<file path="src/rtl/branch_predictor.sv">
// Direct-mapped branch target buffer with 2-bit saturating direction counters.
// Combinational lookup on the fetch PC, registered training from execute, wrapping mispredict count.
module branch_predictor #(
    parameter int unsigned DATA_WIDTH = 32,
    parameter int unsigned ENTRIES    = 16,
    parameter int unsigned CNT_W      = 32
) (
    input  logic                  clk,
    input  logic                  rst,
    input  logic                  flush_btb,
    input  logic [DATA_WIDTH-1:0] fetch_pc,
    output logic                  predict_valid,
    output logic                  predict_taken,
    output logic [DATA_WIDTH-1:0] predict_target,
    input  logic                  upd_en,
    input  logic [DATA_WIDTH-1:0] upd_pc,
    input  logic                  upd_taken,
    input  logic [DATA_WIDTH-1:0] upd_target,
    input  logic                  upd_mispredict,
    output logic [CNT_W-1:0]      mispredict_count
);

    localparam int unsigned IDX_W = $clog2(ENTRIES);
    localparam int unsigned TAG_W = DATA_WIDTH - IDX_W - 2;

    localparam logic [1:0] CntWeakNt  = 2'b01;
    localparam logic [1:0] CntWeakTkn = 2'b10;

    logic [ENTRIES-1:0]    valid_q, valid_d;
    logic [TAG_W-1:0]      tag_q    [ENTRIES];
    logic [TAG_W-1:0]      tag_d    [ENTRIES];
    logic [DATA_WIDTH-1:0] target_q [ENTRIES];
    logic [DATA_WIDTH-1:0] target_d [ENTRIES];
    logic [1:0]            cnt_q    [ENTRIES];
    logic [1:0]            cnt_d    [ENTRIES];
    logic [CNT_W-1:0]      mispredict_count_q, mispredict_count_d;

    logic [IDX_W-1:0] fetch_idx, upd_idx;
    logic [TAG_W-1:0] fetch_tag, upd_tag;
    logic             fetch_hit, upd_hit;

    assign fetch_idx = fetch_pc[IDX_W+1:2];
    assign fetch_tag = fetch_pc[DATA_WIDTH-1:IDX_W+2];
    assign upd_idx   = upd_pc[IDX_W+1:2];
    assign upd_tag   = upd_pc[DATA_WIDTH-1:IDX_W+2];

    // Lookup reads registered state only, so a same-cycle update is not bypassed.
    always_comb begin
        fetch_hit      = valid_q[fetch_idx] && (tag_q[fetch_idx] == fetch_tag);
        predict_valid  = fetch_hit;
        predict_taken  = fetch_hit && cnt_q[fetch_idx][1];
        predict_target = fetch_hit ? target_q[fetch_idx] : '0;
    end

    always_comb begin
        valid_d  = valid_q;
        tag_d    = tag_q;
        target_d = target_q;
        cnt_d    = cnt_q;
        upd_hit  = valid_q[upd_idx] && (tag_q[upd_idx] == upd_tag);

        if (flush_btb) begin
            valid_d = '0;
            for (int i = 0; i < ENTRIES; i++) begin
                cnt_d[i] = CntWeakNt;
            end
        end else if (upd_en) begin
            if (upd_hit) begin
                if (upd_taken) begin
                    target_d[upd_idx] = upd_target;
                    if (cnt_q[upd_idx] != 2'b11) begin
                        cnt_d[upd_idx] = cnt_q[upd_idx] + 2'd1;
                    end
                end else if (cnt_q[upd_idx] != 2'b00) begin
                    cnt_d[upd_idx] = cnt_q[upd_idx] - 2'd1;
                end
            end else if (upd_taken) begin
                valid_d[upd_idx]  = 1'b1;
                tag_d[upd_idx]    = upd_tag;
                target_d[upd_idx] = upd_target;
                cnt_d[upd_idx]    = CntWeakTkn;
            end
        end
    end

    // Counting is independent of flush so perf numbers survive BTB invalidation.
    always_comb begin
        mispredict_count_d = mispredict_count_q;
        if (upd_en && upd_mispredict) begin
            mispredict_count_d = mispredict_count_q + CNT_W'(1);
        end
    end

    assign mispredict_count = mispredict_count_q;

    always_ff @(posedge clk or negedge rst) begin
        if (!rst) begin
            valid_q            <= '0;
            mispredict_count_q <= '0;
            for (int i = 0; i < ENTRIES; i++) begin
                tag_q[i]    <= '0;
                target_q[i] <= '0;
                cnt_q[i]    <= CntWeakNt;
            end
        end else begin
            valid_q            <= valid_d;
            tag_q              <= tag_d;
            target_q           <= target_d;
            cnt_q              <= cnt_d;
            mispredict_count_q <= mispredict_count_d;
        end
    end

endmodule
</file>
<file path="config.mk">
export PLATFORM = sky130hd
export DESIGN_NAME = branch_predictor
export DESIGN_NICKNAME = d
export VERILOG_FILES = /design/src/rtl/branch_predictor.sv
export SDC_FILE = /design/constraint.sdc
export NUM_CORES = 2
export LEC_CHECK = 0
export ABC_AREA = 0
export CORE_UTILIZATION = 67
export DETAILED_ROUTE_END_ITERATION = 10
export PLACE_DENSITY = 0.85
export REMOVE_ABC_BUFFERS = 1
export SETUP_SLACK_MARGIN = 0.02
export SLEW_MARGIN = 10
export SYNTH_ARGS = -nofsm -noshare
export SYNTH_HDL_FRONTEND = slang
export SYNTH_SLANG_ARGS = --single-unit
</file>
<file path="constraint.sdc">
create_clock -name clk -period 10.8 [get_ports clk]
set_input_delay 2.16 -clock clk [delete_from_list [all_inputs] [get_ports clk]]
set_output_delay 2.16 -clock clk [all_outputs]
set_load 0.005 [all_outputs]
</file>
## After elaboration in Yosys (flattened, before gate mapping)

Index checks and enable logic that the tools add are counted.

| storage, ports and cells | value |
|---|---|
| register bits | 1008 |
| input port bits | 102 |
| output and inout port bits | 66 |
| word-level logic and storage cells | 130 |

| operators by class | value |
|---|---|
| add/subtract/negate cells | 3 |
| $lt $le $gt $ge | 6 |
| equality and inequality tests | 5 |
| muxes and demuxes | 43 |
| bitwise logic cells | 8 |
| reduce and logical (&&, ||, !) cells | 15 |

Operators with widths:

| kind | number |
|---|---|
| 512-bit bitwise mux | 1 |
| 416-bit bitwise mux | 1 |
| 32-bit two-way mux | 11 |
| 26-bit binary-select mux with 4-bit select | 2 |
| 26-bit two-way mux | 5 |
| 32-bit binary-select mux with 4-bit select | 1 |
| 32-bit demux with 4-bit select | 1 |
| 26-bit demux with 4-bit select | 1 |
| 32-bit bitwise mux | 2 |
| 16-bit two-way mux | 4 |
| 26-bit equality test | 2 |
| 32-bit by 1-bit adder with 32-bit output (second input constant) | 1 |
| 16-bit bitwise OR | 2 |
| 16-bit AND | 1 |
| 2-bit binary-select mux with 4-bit select | 2 |
| 16-bit inverter | 1 |
| 5-bit greater-or-equal comparator (second input constant) | 2 |
| 4-bit by 5-bit < comparator with 1-bit output (second input constant) | 2 |
| 2-bit two-way mux | 5 |
| 4-bit inverter with 5-bit output | 2 |
| 1-bit binary-select mux with 4-bit select | 2 |
| 2-bit demux with 4-bit select | 1 |
| 4-bit AND reduction | 2 |
| 1-bit logical AND | 6 |
| other kinds (12) | 20 |

## Depth between registers and ports, before layout

| depth | value |
|---|---|
| depth after elaboration | 11 |
| gate-level depth with buffers | 17 |
| gate-level depth less buffers | 10 |

## Worst setup path after synthesis

No wires, ideal clock.

| timing | value |
|---|---|
| kind | input port to output port |
| start point | input port fetch_pc[2] |
| end point | output port predict_taken |
| arrival | 5294 ps |
| required time | 8640 ps |
| slack | 3346 ps |
| stages | 9 |
| buffers on the path | 6 |
| path through | clkbuf_1 -> buf_2 -> buf_2 -> clkbuf_1 -> buf_1 -> buf_1 -> mux4_2 -> mux4_2 -> nor2b_1 |

| on the way | value |
|---|---|
| word-level cells in the longest chain between the ends | 7 |
| elaborated cells between the ends (all ways) | 12 |
| classes of those cells | eq/ne: 1; mux: 8; bitwise: 1; reduce/logical: 2 |

Ends and longest elaborated chain:

| element | line | text |
|---|---|---|
| start: declaration | 11 | `input logic [DATA_WIDTH-1:0] fetch_pc,` |
| 4-bit inverter with 5-bit output (implied by the code) | 49, 51 |  |
| 26-bit binary-select mux with 4-bit select | 49 | `fetch_hit = valid_q[fetch_idx] && (tag_q[fetch_idx] == fetch_tag);` |
| 26-bit two-way mux (implied by the code) (2 in a row) | 49 |  |
| 26-bit equality test | 49 |  |
| 1-bit logical AND | 49 |  |
| 1-bit logical AND * | 51 | `predict_taken = fetch_hit && cnt_q[fetch_idx][1];` |
| end: declaration | 13 | `output logic predict_taken,` |

Mark *: on every way between the ends. The rest lies on a longest branch, timed or not. The select of a mux whose other input is x is not followed.

## Worst setup path after layout

| timing | value |
|---|---|
| start point | input port fetch_pc[2] |
| end point | output port predict_target[8] |

| on the way | value |
|---|---|
| word-level cells in the longest chain between the ends | 7 |
| elaborated cells between the ends (all ways) | 12 |
| classes of those cells | eq/ne: 1; mux: 9; bitwise: 1; reduce/logical: 1 |

Ends and longest elaborated chain:

| element | line | text |
|---|---|---|
| 4-bit inverter with 5-bit output (implied by the code) | 49, 52 |  |
| 26-bit binary-select mux with 4-bit select | 49 |  |
| 26-bit two-way mux (implied by the code) (2 in a row) | 49 |  |
| 26-bit equality test | 49 |  |
| 1-bit logical AND | 49 |  |
| 32-bit two-way mux * | 52 | `predict_target = fetch_hit ? target_q[fetch_idx] : '0;` |
| end: declaration | 14 | `output logic [DATA_WIDTH-1:0] predict_target,` |

Marked as above.

==> flow_summary.json <==
{
  "rows": 100,
  "worstReg2RegEnd": "tag_q[388]$_DFFE_PN0P_",
  "p_leak_nw": 25.3,
  "power_w": 0.00967,
  "vdd.ir_drop.worst_mv": 0.166,
  "regArea_um2": 25200,
  "fin_crit_ns": 8.65,
  "worstPathArrival_ns": 6.49,
  "start_util": 0.679,
  "tritoncts": "yes",
  "overflow": 0,
  "cp.required_ns": 8.64,
  "yosysSeqAreaShare": 0.499,
  "status": "complete, no violations",
  "clock_path_buffers": 3,
  "vias_per_cell": 6.98,
  "drt_first_pass_iters": 5,
  "yosysTopAreaCell": "dfrtp_1",
  "worst_slack_ns": 2.15,
  "setup_viol": 0,
  "rsz0062_at_grt": "false",
  "postCtsSetupBuffers": 0,
  "fin_skew_ns": 0.0272,
  "synth.distinct_cells": 63,
  "ant_nets": 0,
  "die-width_um": 277,
  "nNetsFinal": 3393,
  "path_buf_inv": 4,
  "die_height_um": 277,
  "cts.clk_slew.worst_paths_ns": 0.06,
  "layout_commonest_cell": "dfrtp_1",
  "worstHoldEndpoint": "mispredict_count[31]$_DFFE_PN0P_",
  "drt_iter0_drc": 2936,
  "hold_viol": 0,
  "crit_type": "input pin to output port",
  "final_cells": 4348,
  "io_pins": 168,
  "hpwlAfterDp_mm": 73.6,
  "r2r_cells": 9,
  "finalSetupTns_ns": 0,
  "synth.cell_area_um2": 50600,
  "area_growth_pct": 11.1,
  "synth_top_area_frac": 0.490,
  "r2r_setup_slack_ns": 6.03,
  "slew_headroom": 0.202,
  "cp_max_fo": 84,
  "wl_per_cell_um": 29.9,
  "crit_chain": "buf_8 > buf_4 > mux4_2 > mux4_2 > xnor2_1 > nand4_1 > nor3_1 > nand4_1 > buf_4 > nor2b_1 > clkdlybuf4s50_1",
  "die-area_um2": 76600,
  "multi_input_area_um2": 24100,
  "r2r_start": "tag_q[120]$_DFFE_PN0P_",
  "final_max_slew_viol_count": 0,
  "grt_max_degree": 181,
  "clock_sinks": 1008,
  "drive_gt1_frac": 0.458,
  "first_global_vias": 32900,
  "wirelength_mm": 130,
  "design.core.area_um2": 74600,
  "placed_cells": 4152,
  "clk_latency_ns": 0.69,
  "worstMarginPinSlew_ns": 1.19,
  "yosys_register_bits": 1008,
  "critPathTopFamily": "buffers and inverters",
  "ctsHoldBuffers": 0,
  "yosysWarnings": 0,
  "antenna_found_initial": 9,
  "avgSynthCellArea_um2": 15.5,
  "async_reset_ff_frac": 1.00,
  "vias": 30300,
  "period_share": 0.801,
  "routabilityCongestion": 0.865,
  "nFillCells": 4301,
  "grt_pass1_wl_mm": 202,
  "synth_edf_count": 0,
  "power_density_nw_per_um2": 172,
  "hold_class": "flip-flop to flip-flop",
  "gr-usage-all-layers": 0.348,
  "synth_ff_type": "dfrtp_1",
  "numCtsBuffers": 103,
  "syn_inst": 3261,
  "start_kind": "input pin",
  "cts_resized": 0,
  "synth_area_leaders": "dfrtp_1, mux4_2, mux2_2",
  "cp-end-kind": "output port",
  "preCtsSetupSlack_ns": 2.07,
  "final_cell_mix": "dfrtp_1, mux2_2, mux4_2, clkdlybuf4s50_1, clkbuf_16",
  "cp_slowest_stage_delay_ns": 0.69,
  "drc_errors": 0,
  "min_path_cells": 1,
  "fmax_ghz": 0.116,
  "htreeDepth": 3,
  "crit_slowest_cell": "buf_8",
  "numPortBuffers": 163,
  "drv_cap": 0,
  "cts_root_buf": "clkbuf_16",
  "hold_start": "mispredict_count[31]$_DFFE_PN0P_"
}
## worst reg2reg max path, stage by stage, from the launching register on
cell	delay, ns
dfrtp_1	0.41
mux4_2	0.47
mux2i_1	0.30
o211ai_1	0.22
nor4_1	0.66
o21ai_1	0.42
nor3_4	1.05
nor2_4	0.40
buf_4	0.37
mux2_1	0.36
## flip-flops by register name, summed over array words and instances, names as in the netlist
signal and flops:
mispredict_count 32, valid_q 16, target_q 512, tag_q 416, cnt_q 32
## Yosys cell counts, types with 15 or more instances
master,number
a31oi_1,20
buf_1,76
buf_2,42
buf_6,22
clkbuf_1,153
dfrtp_1,992
dfstp_2,16
mux2_1,86
mux2_2,764
mux2_4,100
mux2i_1,90
mux4_2,392
nand2_1,74
nand2b_1,23
nand3_1,25
nor2_1,74
nor2b_1,42
nor3_1,15
o22ai_1,20
xnor2_1,51
xor2_1,39
## how the worst max path moves through the flow
stage | from | end | slack (ns) | cells past startpoint
after CTS | fetch_pc[2] | predict_target[29] | 2.06 | 11
after floorplan | fetch_pc[2] | predict_taken | 4.03 | 6
after global placement | fetch_pc[2] | predict_target[8] | 2.18 | 10
after detailed placement | fetch_pc[2] | predict_target[29] | 2.07 | 11
final | fetch_pc[2] | predict_target[8] | 2.15 | 11
after global routing | fetch_pc[2] | predict_target[8] | 1.78 | 10
## power breakdown
part | switching, W | internal, W
clock network | 0.00154 | 0.00210
registers | 0.000322 | 0.00425
logic | 0.000594 | 0.000865
total | 0.00246 | 0.00722
## cells by family after synthesis
kind of cell / after synthesis / share of synthesized area
AND/OR/NAND/NOR: 309 / 0.0307
AO/OA/AOI/OAI: 106 / 0.0150
multiplexers: 1432 / 0.411
XOR/XNOR: 90 / 0.0156
buffers and inverters: 313 / 0.0282
flip-flops: 1008 / 0.499
adder cells (fa/ha/maj): 3 / 0.000742
## routing by layer
metal | wire length [um] | GRT usage | vias up
li1 | - | - | 12300
met1 | 49700 | 0.462 | 16300
met2 | 65400 | 0.573 | 1391
met3 | 9730 | 0.0650 | 349
met4 | 5110 | 0.143 | 4
met5 | 27 | 0 | -
## stage by stage
| stage | hold slack, ns | util | instance area [um2] |
|---|---|---|---|
| 6_report | 0.488 | 0.754 | 56200 |
| 5_1_grt | 0.508 | 0.754 | 56200 |
| 4_1_cts | 0.483 | 0.754 | 56200 |
| 3_5_place_dp | 0.476 | 0.707 | 52700 |
| 3_3_place_gp | 0.456 | 0.707 | 52700 |
| 2_1_floorplan | 0.465 | - | 49200 |
## final cells by class
class                      count  share of cell area
multi-input combinational   1940               0.428
timing repair buffer         224              0.0382
clock buffer                 154              0.0541
clock inverter                34             0.00792
sequential                  1008               0.449
inverter                      11            0.000734
antenna                        8            0.000356
tap                          969              0.0216
No activity file was read; power rests on OpenSTA's default activity.
